<file path="src/rtl/alu_pkg.sv">
// Opcode constants and FSM state type shared by the ALU arbiter and its core.
package alu_pkg;

    localparam logic [3:0] OP_AND = 4'b0000;
    localparam logic [3:0] OP_OR  = 4'b0001;
    localparam logic [3:0] OP_NOT = 4'b0010;
    localparam logic [3:0] OP_XOR = 4'b0011;

    typedef enum logic [1:0] {
        IDLE = 2'd0,
        EXEC = 2'd1,
        RESP = 2'd2
    } state_t;

endpackage

</file>
<file path="src/rtl/alu_core.sv">
// Registered logic ALU: computes on the edge where en is high, holds its result otherwise.
module alu_core
    import alu_pkg::*;
#(
    parameter int WIDTH = 32
) (
    input  logic             clk,
    input  logic             rst,
    input  logic             en,
    input  logic [3:0]       sel,
    input  logic [WIDTH-1:0] a,
    input  logic [WIDTH-1:0] b,
    output logic [WIDTH-1:0] res,
    output logic             err
);

    logic [WIDTH-1:0] res_d, res_q;
    logic             err_d, err_q;

    always_comb begin
        res_d = res_q;
        err_d = err_q;
        if (en) begin
            err_d = 1'b0;
            case (sel)
                OP_AND:  res_d = a & b;
                OP_OR:   res_d = a | b;
                OP_NOT:  res_d = ~a;
                OP_XOR:  res_d = a ^ b;
                default: begin
                    res_d = '0;
                    err_d = 1'b1;
                end
            endcase
        end
    end

    always_ff @(posedge clk) begin
        if (rst) begin
            res_q <= '0;
            err_q <= 1'b0;
        end else begin
            res_q <= res_d;
            err_q <= err_d;
        end
    end

    assign res = res_q;
    assign err = err_q;

endmodule

</file>
<file path="src/rtl/alu_arbiter.sv">
// Two-requester arbiter in front of a registered ALU: grant, execute, hold result until taken.
module alu_arbiter
    import alu_pkg::*;
#(
    parameter int WIDTH = 32
) (
    input  logic             clk,
    input  logic             rst,
    input  logic             req0_valid,
    output logic             req0_ready,
    input  logic [3:0]       req0_sel,
    input  logic [WIDTH-1:0] req0_a,
    input  logic [WIDTH-1:0] req0_b,
    input  logic             req1_valid,
    output logic             req1_ready,
    input  logic [3:0]       req1_sel,
    input  logic [WIDTH-1:0] req1_a,
    input  logic [WIDTH-1:0] req1_b,
    output logic             res_valid,
    input  logic             res_ready,
    output logic [WIDTH-1:0] res_data,
    output logic             res_id,
    output logic             res_err,
    output logic [1:0]       dbg_state
);

    // Handshake: a transfer happens on an edge where valid and ready are both high;
    // requesters hold payload while valid && !ready, the result is held while res_valid && !res_ready.
    state_t           state_q, state_d;
    logic             ptr_q, ptr_d;
    logic [3:0]       sel_q, sel_d;
    logic [WIDTH-1:0] a_q, a_d, b_q, b_d;
    logic             id_q, id_d;
    logic             grant_id;
    logic [WIDTH-1:0] core_res;
    logic             core_err;

    assign grant_id = (req0_valid && req1_valid) ? ptr_q : req1_valid;

    always_comb begin
        state_d    = state_q;
        ptr_d      = ptr_q;
        sel_d      = sel_q;
        a_d        = a_q;
        b_d        = b_q;
        id_d       = id_q;
        req0_ready = 1'b0;
        req1_ready = 1'b0;
        case (state_q)
            IDLE: begin
                if ((req0_valid || req1_valid) && !rst) begin
                    req0_ready = ~grant_id;
                    req1_ready = grant_id;
                    ptr_d      = ~grant_id;
                    sel_d      = grant_id ? req1_sel : req0_sel;
                    a_d        = grant_id ? req1_a : req0_a;
                    b_d        = grant_id ? req1_b : req0_b;
                    id_d       = grant_id;
                    state_d    = EXEC;
                end
            end
            EXEC:    state_d = RESP;
            RESP:    if (res_ready) state_d = IDLE;
            default: state_d = IDLE;
        endcase
    end

    always_ff @(posedge clk) begin
        if (rst) begin
            state_q <= IDLE;
            ptr_q   <= 1'b0;
            sel_q   <= '0;
            a_q     <= '0;
            b_q     <= '0;
            id_q    <= 1'b0;
        end else begin
            state_q <= state_d;
            ptr_q   <= ptr_d;
            sel_q   <= sel_d;
            a_q     <= a_d;
            b_q     <= b_d;
            id_q    <= id_d;
        end
    end

    alu_core #(.WIDTH(WIDTH)) u_core (
        .clk (clk),
        .rst (rst),
        .en  (state_q == EXEC),
        .sel (sel_q),
        .a   (a_q),
        .b   (b_q),
        .res (core_res),
        .err (core_err)
    );

    assign res_valid = (state_q == RESP);
    assign res_data  = res_valid ? core_res : '0;
    assign res_id    = res_valid & id_q;
    assign res_err   = res_valid & core_err;
    assign dbg_state = state_q;

endmodule

</file>
<file path="config.mk">
export PLATFORM = sky130hd
export DESIGN_NAME = alu_arbiter
export DESIGN_NICKNAME = d
export VERILOG_FILES = /design/src/rtl/alu_pkg.sv /design/src/rtl/alu_core.sv /design/src/rtl/alu_arbiter.sv
export SDC_FILE = /design/constraint.sdc
export NUM_CORES = 1
export LEC_CHECK = 0
export CAP_MARGIN = 20
export CELL_PAD_IN_SITES_DETAIL_PLACEMENT = 1
export CELL_PAD_IN_SITES_GLOBAL_PLACEMENT = 2
export CORE_ASPECT_RATIO = 2
export CORE_MARGIN = 2
export CORE_UTILIZATION = 30
export CTS_BUF_LIST = sky130_fd_sc_hd__clkbuf_16
export CTS_CLUSTER_SIZE = 25
export DETAILED_ROUTE_END_ITERATION = 10
export GPL_TIMING_DRIVEN = 0
export HOLD_SLACK_MARGIN = 0.08
export PLACE_DENSITY = 0.95
export SLEW_MARGIN = 20
export SYNTH_ARGS = -nofsm -noshare
export SYNTH_HDL_FRONTEND = slang
export SYNTH_SLANG_ARGS = --single-unit
</file>
<file path="constraint.sdc">
create_clock -name clk -period 4.65 [get_ports clk]
set_input_delay 0.93 -clock clk [delete_from_list [all_inputs] [get_ports clk]]
set_output_delay 0.93 -clock clk [all_outputs]
set_load 0.01 [all_outputs]
</file>
==> impl_metrics.py, run 1 <==
metrics = {
    "status": {
        "status": "finished clean",
    },
    "layout": {
        "area_growth_pct": 37.41,
        "antennaDiodeCount": 0,
        "layout.nets": 1155,
        "drive_gt1_share_pct": 8.796,
    },
    "cts": {
        "hold_buffers": 0,
        "clock-sinks": 105,
        "cts_buffer_depth": 2,
        "root_buffer": "clkbuf_16",
        "cts_setup_buffers": 0,
        "htreeDepth": 3,
        "cts_made_buffers": 9,
        "clk_pin_slew_ps": 70,
        "post_cts_resized": 0,
        "insertion_delay_ps": 360,
        "cts_tree": "done",
    },
    "sta": {
        "worst_slack_ps": 289.0,
        "min_period_over_period_pct": 93.78,
        "rsz0062_at_grt": "false",
        "layout_min_cycle_time_ps": 4361,
        "finClkSkew_ps": 13.59,
        "slew_violations": 0,
        "worst_pin_slew_ps": 951.7,
        "hold_viol": 0,
        "setup_viol": 0,
        "max_freq_mhz": 229.3,
        "setup_tns_ps": 0,
        "relSlewSlack_pct": 36.55,
    },
    "setup_path": {
        "crit_path_max_incr_delay_ps": 550,
        "cp_num_buf_inv": 5,
        "worstSetupStartpointType": "input pin",
        "reg2reg_setup_slack_ps": 2540,
        "rr_startpoint": "ptr_q",
        "crit_fanout": 10,
        "crit_required_ps": 3720,
        "r2r-end": "sel_q[0]",
        "crit_family": "buffers and inverters",
        "crit_chain": "clkdlybuf4s50_1 -> nand2b_1 -> and2_1 -> clkbuf_1 -> clkbuf_1 -> nand2_1 -> inv_1 -> clkdlybuf4s50_1",
        "criticalPathCategory": "input pin to output port",
        "cp.arrival_ps": 3430,
        "cp-end-kind": "output port",
        "worst_path_max_delay_cell": "clkdlybuf4s50_1",
        "reg2reg_depth": 6,
    },
    "floorplanning": {
        "floorplan.initialDensity_pct": 30.52,
        "placementRows": 75,
        "coreArea_um2": 21020,
        "die_h_um": 210.8,
        "chipWidth_um": 107.4,
        "io_pins": 180,
        "die_area_um2": 22640,
    },
    "synth": {
        "yosysUniqueCellTypes": 24,
        "synth_largest_area_cell": "dfxtp_1",
        "yosys.area.top_type_share_pct": 32.77,
        "synth_area_per_cell_um2": 8.441,
        "synth-seq-area-share_pct": 32.77,
        "netlist_area_um2": 6415,
        "yosysWarningCount": 0,
        "syn_inst": 760,
        "synthesis.nets": 965,
        "synth_area_leaders": "dfxtp_1 (33%), a221oi_2 (14%), ha_1 (12%), a21oi_1 (8.0%), nand2_1 (5.9%)",
        "ys_seq_elements": 105,
    },
    "hold_path": {
        "hp-class": "register to register",
        "hold_end": "id_q",
        "hold_depth": 2,
        "min_from": "id_q",
    },
    "place": {
        "hpwl_mm": 19.76,
        "place_congestion": 0.8388,
        "dp_slack_ps": 224.6,
        "numPortBuffers": 179,
    },
    "global_routing": {
        "grt_pass1_wl_mm": 38.42,
        "grt_max_degree": 17,
        "grt.total_usage_pct": 22.66,
        "grt.overflow.total": 0,
        "first_global_vias": 6997,
        "antenna_found_initial": 0,
    },
    "routing": {
        "drt_wl_total_mm": 25.61,
        "dr.first_iter.drc_count": 178,
        "route.vias.total": 6411,
        "wire_per_inst_um": 20.92,
        "drc_errors": 0,
        "firstDrtPassIters": 5,
        "viasPerCell": 5.238,
        "ant_nets": 0,
    },
    "flow_run": {
        "cap_violations": 0,
    },
    "power_and_ir_drop": {
        "leakagePower_nw": 3.334,
        "max-vdd-ir-drop_mv": 0.1652,
        "powerDensity_nw_per_um2": 284.4,
    },
}
==> worst register-to-register path: cells and delay by family (launching register included) <==
| family | cells | cell delay [ps] |
|---|---|---|
| flip-flops | 1 | 310 |
| AND/OR/NAND/NOR | 2 | 350 |
| buffers and inverters | 2 | 900 |
| AO/OA/AOI/OAI | 2 | 460 |
==> logic make-up (layout without fill, tap and decap cells) <==
family                   Yosys count  count (layout)  synth area share (%)
multiplexers                       3               3                0.4681
AO/OA/AOI/OAI                    264             264                 32.69
flip-flops                       105             105                 32.77
adder cells (fa/ha/maj)           64              64                 12.48
AND/OR/NAND/NOR                  187             187                 12.66
buffers and inverters            137             332                 8.933
==> stage by stage <==
step           hold slack (ps)  total power, mW  std cells  cell area [um^2]  util [%]
6_report                 466.6            2.507       1224              8815     41.93
3_3_place_gp             441.0            1.774       1208              8543     40.64
4_1_cts                  464.8            2.522       1224              8808     41.90
3_5_place_dp             455.6            1.801       1208              8543     40.64
5_1_grt                  494.5            2.632       1224              8815     41.93
2_1_floorplan            431.7            1.475        760              6415         -
==> synth_stat cells <==
cell type,n
a21oi_1,102
a22o_1,32
mux2i_1,3
ha_1,64
o21ai_0,29
nor2_1,42
nand2_1,101
o22ai_1,32
a221oi_2,58
nor3_1,1
clkbuf_1,55
buf_1,1
and2_1,35
buf_6,7
nand2b_1,3
nor4_1,1
buf_2,5
a211oi_1,5
a221oi_1,6
inv_1,69
or4_1,1
dfxtp_1,105
or3_1,1
nor2b_1,2
==> report_power, final <==
group | total (mW) | switching, mW | leakage (nW) | internal [mW]
sequential | 1.02 | 0.0511 | 0.861 | 0.973
combinational | 0.757 | 0.433 | 2.34 | 0.324
clock | 0.726 | 0.367 | 0.131 | 0.359
total | 2.51 | 0.852 | 3.33 | 1.66
==> state kept, by name (all words and copies together) (netlist names) <==
name,flops
a_q,32
b_q,32
u_core.res,32
sel_q,4
dbg_state,2
id_q,1
ptr_q,1
u_core.err,1
==> cells in the final DEF (no fill, tap or decap), types with 35 or more instances in the layout <==
cell type	netlist	layout
clkbuf_1	55	55
nand2_1	101	101
inv_1	69	71
clkdlybuf4s50_1	0	179
a21oi_1	102	102
dfxtp_1	105	105
and2_1	35	35
a221oi_2	58	58
ha_1	64	64
nor2_1	42	42
==> metal layers <==
layer  share of wire [%]  global-route usage [%]  vias to the layer above
met5                   0                       0                        -
li1                    -                       -                     3042
met3                 2.4                   2.036                       58
met4                 5.1                   12.95                        0
met1                  36                   22.34                     3139
met2                  56                   44.57                      172
==> worst max path at each step <==
stage                     from          to  slack, ps  cells past startpoint
floorplan                  rst  req0_ready       1720                      5
global placement    req0_valid  req1_ready        260                      8
detailed placement  req0_valid  req1_ready        220                      8
CTS                 req0_valid  req1_ready        220                      8
global route        req0_valid  req1_ready        150                      8
finish              req0_valid  req1_ready        290                      8
==> cell type report <==
class                           count  area, um^2
Buffer                             68       314.1
Clock buffer                        9       225.2
Clock inverter                      7       40.04
Fill cell                        2556       12210
Inverter                           69       259.0
Multi-Input combinational cell    518        3746
Sequential cell                   105        2102
Tap cell                          269       336.6
Timing Repair Buffer              179        1792
No activity file was read; power rests on OpenSTA's default activity.
==> inputs of run 2 (changes only) <==
--- a/config.mk
+++ b/config.mk
@@ -10,10 +10,11 @@
 export CELL_PAD_IN_SITES_GLOBAL_PLACEMENT = 2
 export CORE_ASPECT_RATIO = 2
 export CORE_MARGIN = 2
-export CORE_UTILIZATION = 30
+export CORE_UTILIZATION = 40
 export CTS_BUF_LIST = sky130_fd_sc_hd__clkbuf_16
 export CTS_CLUSTER_SIZE = 25
 export DETAILED_ROUTE_END_ITERATION = 10
+export DONT_BUFFER_PORTS = 1
 export GPL_TIMING_DRIVEN = 0
 export HOLD_SLACK_MARGIN = 0.08
 export PLACE_DENSITY = 0.95
==> impl_metrics.py, run 2 (synthesis gave the netlist of run 1 again) <==
metrics = {
    "status": {
        "status": "finished clean",
    },
    "cts": {
        "cts_buffer_depth": 2,
        "hold_buffers": 0,
        "clock-sinks": 105,
        "cts_setup_buffers": 0,
        "clk_pin_slew_ps": 70,
        "htreeDepth": 3,
        "cts_made_buffers": 9,
        "root_buffer": "clkbuf_16",
        "cts_tree": "done",
        "insertion_delay_ps": 370,
        "post_cts_resized": 0,
    },
    "sta": {
        "hold_viol": 0,
        "worst_pin_slew_ps": 1149,
        "layout_min_cycle_time_ps": 3273,
        "rsz0062_at_grt": "false",
        "setup_tns_ps": 0,
        "max_freq_mhz": 305.5,
        "relSlewSlack_pct": 22.67,
        "slew_violations": 0,
        "hold-worst-slack_ps": 460.4,
        "worst_slack_ps": 1377,
        "setup_viol": 0,
        "finClkSkew_ps": 11.01,
        "min_period_over_period_pct": 70.40,
    },
    "layout": {
        "instances_no_fill": 977,
        "fill_cells": 1953,
        "design_area_um2": 6938,
        "postLayoutCoreUtil_pct": 43.97,
        "layout.nets": 976,
        "drive_gt1_share_pct": 10.70,
        "area_growth_pct": 8.153,
        "mostFrequentLayoutCells": "dfxtp_1 (105), a21oi_1 (102), nand2_1 (101), inv_1 (70), ha_1 (64)",
        "antennaDiodeCount": 0,
        "final_common_cell": "dfxtp_1",
    },
    "flow_run": {
        "cap_violations": 0,
    },
    "setup_path": {
        "crit_fanout": 10,
        "crit_chain": "nand2b_1 -> and2_1 -> clkbuf_1 -> clkbuf_1 -> nand2_1 -> inv_1",
        "crit_family": "buffers and inverters",
        "cp-end-kind": "output port",
        "crit_path_max_incr_delay_ps": 550,
        "reg2reg_depth": 4,
        "worstSetupStartpointType": "input pin",
        "criticalPathCategory": "input pin to output port",
        "cp.arrival_ps": 2340,
        "critPathMostFrequentCell": "clkbuf_1",
        "crit_required_ps": 3720,
        "cp_num_buf_inv": 3,
        "worst_path_max_delay_cell": "clkbuf_1",
        "cp.depth": 6,
    },
    "global_routing": {
        "grt.overflow.total": 0,
        "grt_pass1_wl_mm": 35.78,
        "first_global_vias": 6462,
        "grt_max_degree": 18,
        "grt.total_usage_pct": 27.75,
        "antenna_found_initial": 0,
    },
    "floorplanning": {
        "io_pins": 180,
        "die_area_um2": 17130,
        "chipWidth_um": 93.55,
        "floorplan.initialDensity_pct": 40.66,
        "placementRows": 65,
        "coreArea_um2": 15780,
        "die_h_um": 183.1,
    },
    "routing": {
        "ant_nets": 0,
        "drc_errors": 0,
        "drt_wl_total_mm": 23.63,
        "viasPerCell": 5.981,
        "firstDrtPassIters": 4,
        "wire_per_inst_um": 24.19,
        "route.vias.total": 5843,
        "dr.first_iter.drc_count": 184,
    },
    "power_and_ir_drop": {
        "leakagePower_nw": 2.657,
        "p_total_mw": 2.395,
        "powerDensity_nw_per_um2": 345.3,
        "max-vdd-ir-drop_mv": 0.1484,
    },
    "place": {
        "numPortBuffers": 0,
        "hpwl_mm": 17.87,
        "dp_cells": 961,
        "dp_slack_ps": 1387,
        "place_congestion": 0.8702,
        "dpl_cell_area_um2": 6666,
    },
    "hold_path": {
        "hp-class": "register to register",
        "hold_depth": 2,
    },
}
run 2: cell types whose count changed in the layout (fill, tap and decap cells not counted):
cell             previous run  this run
nor4_2                      1         0
clkinv_1                    1         2
inv_1                      71        70
clkdlybuf4s50_1           179         0
inv_6                       0         2
clkinvlp_4                  2         0
clkinv_4                    1         2
clkinv_2                    1         0
nor4_1                      0         1
run 2: final timing paths:
check,startpoint,to,slack [ps]
max,req0_valid,req1_ready,1380
min,id_q,id_q,460
min reg2reg,id_q,id_q,460
max reg2reg,dbg_state[1],u_core.res[16],2410
run 2: report_power, final:
part	internal [mW]	switching (mW)
clock network	0.364	0.379
registers	0.973	0.0525
logic	0.215	0.412
run 2: area by class of cell:
cell class,count,area (um^2),area share [%]
buffer,68,314.1,4.527
clock inverter,7,46.29,0.6673
inverter,69,259.0,3.733
sequential,105,2102,30.30
multi-input combinational,518,3740,53.90
tap,201,251.5,3.625
clock buffer,9,225.2,3.246
run 2: routing by layer:
metal	vias up	routed length, um	global-route usage [%]
met5	-	0	0
met4	0	1187	13.74
met3	70	1177	5.012
met1	2878	8324	28.31
li1	2695	-	-
met2	200	12940	52.58
run 2: worst register-to-register path: cells and delay by family (launching register included):
kind / cells / cell delay [ps]
AND/OR/NAND/NOR: 2 / 1070
AO/OA/AOI/OAI: 1 / 220
buffers and inverters: 1 / 500
flip-flops: 1 / 390
==> inputs of run 3 (changes only) <==
--- a/config.mk
+++ b/config.mk
@@ -10,14 +10,14 @@
 export CELL_PAD_IN_SITES_GLOBAL_PLACEMENT = 2
 export CORE_ASPECT_RATIO = 2
 export CORE_MARGIN = 2
-export CORE_UTILIZATION = 40
+export CORE_UTILIZATION = 33
 export CTS_BUF_LIST = sky130_fd_sc_hd__clkbuf_16
 export CTS_CLUSTER_SIZE = 25
 export DETAILED_ROUTE_END_ITERATION = 10
 export DONT_BUFFER_PORTS = 1
 export GPL_TIMING_DRIVEN = 0
 export HOLD_SLACK_MARGIN = 0.08
-export PLACE_DENSITY = 0.95
+export PLACE_DENSITY = 0.88
 export SLEW_MARGIN = 20
 export SYNTH_ARGS = -nofsm -noshare
 export SYNTH_HDL_FRONTEND = slang
==> constraint.sdc (replaced) <==
create_clock -name clk -period 2.6 [get_ports clk]
set_input_delay 0.52 -clock clk [delete_from_list [all_inputs] [get_ports clk]]
set_output_delay 0.52 -clock clk [all_outputs]
set_load 0.01 [all_outputs]
==> impl_metrics.py, run 3 (synthesis gave the netlist of run 1 again) <==
metrics = {
    "power_and_ir_drop": {
        "max-vdd-ir-drop_mv": 0.2591,
        "leakagePower_nw": 2.642,
        "powerDensity_nw_per_um2": 599.2,
    },
    "cts": {
        "insertion_delay_ps": 360,
        "hold_buffers": 0,
        "clock-sinks": 105,
        "root_buffer": "clkbuf_16",
        "cts_buffer_depth": 2,
        "htreeDepth": 3,
        "clk_pin_slew_ps": 70,
        "cts_tree": "done",
        "cts_made_buffers": 9,
        "cts_setup_buffers": 0,
    },
    "floorplanning": {
        "io_pins": 180,
        "die_h_um": 201.2,
        "coreArea_um2": 19190,
        "placementRows": 72,
        "floorplan.initialDensity_pct": 33.43,
        "chipWidth_um": 102.6,
        "die_area_um2": 20640,
    },
    "sta": {
        "relSlewSlack_pct": 35.96,
        "setup_viol": 0,
        "max_freq_mhz": 395.2,
        "slew_violations": 0,
        "worst_pin_slew_ps": 960.7,
        "rsz0062_at_grt": "false",
        "layout_min_cycle_time_ps": 2530,
        "setup_tns_ps": 0,
        "finClkSkew_ps": 10.04,
        "min_period_over_period_pct": 97.32,
        "hold_viol": 0,
        "hold-worst-slack_ps": 301.1,
        "worst_slack_ps": 69.81,
    },
    "routing": {
        "dr.first_iter.drc_count": 157,
        "drc_errors": 0,
        "wire_per_inst_um": 22.79,
        "viasPerCell": 5.461,
        "route.vias.total": 5641,
        "firstDrtPassIters": 4,
        "ant_nets": 0,
        "drt_wl_total_mm": 23.55,
    },
    "setup_path": {
        "cp.arrival_ps": 2010,
        "crit_required_ps": 2080,
        "r2r-end": "b_q[20]",
        "rr_startpoint": "ptr_q",
        "crit_chain": "or4_1 -> buf_4 -> buf_6 -> buf_6 -> nor2_2",
        "criticalPathCategory": "register to output port",
        "reg2reg_setup_slack_ps": 490,
        "crit_path_max_incr_delay_ps": 560,
        "crit_fanout": 10,
        "cp-end-kind": "output port",
        "worstSetupStartpointType": "register",
        "worst_path_max_delay_cell": "or4_1",
        "critPathMostFrequentCell": "buf_6",
        "reg2reg_depth": 6,
    },
    "layout": {
        "mostFrequentLayoutCells": "dfxtp_1 (104), a21oi_1 (102), nand2_1 (101), inv_1 (68), ha_1 (64)",
        "drive_gt1_share_pct": 11.37,
        "fill_cells": 2296,
        "final_common_cell": "dfxtp_1",
        "antennaDiodeCount": 0,
        "layout.nets": 976,
        "design_area_um2": 7014,
        "area_growth_pct": 9.343,
    },
    "place": {
        "hpwl_mm": 18.28,
        "place_congestion": 0.8381,
        "dpl_cell_area_um2": 6745,
        "numPortBuffers": 0,
        "dp_slack_ps": 139.7,
    },
    "hold_path": {
        "hold_end": "sel_q[2]",
        "hold_depth": 2,
        "min_from": "req1_sel[2]",
        "hp-class": "input pin to register",
    },
    "status": {
        "status": "finished clean",
    },
    "global_routing": {
        "grt_max_degree": 16,
        "first_global_vias": 6150,
        "grt.overflow.total": 0,
        "antenna_found_initial": 0,
        "grt_pass1_wl_mm": 35.06,
        "grt.total_usage_pct": 22.84,
    },
    "flow_run": {
        "cap_violations": 0,
    },
}
run 3: changes by cell type in the layout (fill, tap and decap cells not counted), moves of 2 or more:
cell        previous run  this run
inv_1                 70        68
clkinvlp_4             0         2
clkinv_2               0         2
inv_6                  2         0
clkinv_4               2         0
run 3: area by class of cell:
class,instances,area [um^2],area share (%)
buffer,68,317.8,4.531
clock buffer,9,225.2,3.211
clock inverter,5,25.02,0.3568
inverter,69,262.8,3.746
multi-input combinational,518,3756,53.55
sequential,105,2103,29.99
tap,259,324.1,4.620
run 3: critical path, delay by kind of cell, from the launching register on:
family / cells / cell delay (ps)
AND/OR/NAND/NOR: 2 / 700
buffers and inverters: 3 / 570
flip-flops: 1 / 380
run 3: power by group:
group	internal, mW	total (mW)	switching (mW)
combinational	0.386	1.11	0.729
sequential	1.74	1.83	0.0910
clock	0.630	1.26	0.626
run 3: per-layer routing:
layer  vias up  track usage [%]  part of all wire, %
met2       151            43.93                   56
met3        47            3.300                  3.9
met5         -                0                    0
li1       2686                -                    -
met1      2757            23.29                   36
met4         0            9.857                  3.8
run 3: timing repair:
action / in CTS / in global routing
endpoints found under the hold margin: 0 / 0
endpoints found under the setup margin: 31 / 2
resized for setup: 4 / 4
run 3: per-stage QoR:
step / power, mW / util (%) / std cells
floorplan: 2.639 / - / 760
detailed placement: 2.989 / 35.15 / 1019
finish: 4.203 / 36.55 / 1033
CTS: 4.234 / 36.52 / 1033
global route: 4.427 / 36.55 / 1033
global placement: 2.949 / 35.12 / 1019
run 3: worst max-delay path by stage:
| stage | depth (start not counted) | slack, ps | endpoint | from |
|---|---|---|---|---|
| after floorplan | 5 | 490 | req0_ready | rst |
| after global placement | 6 | 160 | req1_ready | req0_valid |
| after detailed placement | 6 | 140 | req1_ready | req0_valid |
| after CTS | 5 | 6 | req0_ready | dbg_state[0] |
| after global routing | 5 | 10 | req0_ready | dbg_state[1] |
| final | 5 | 70 | req0_ready | dbg_state[1] |
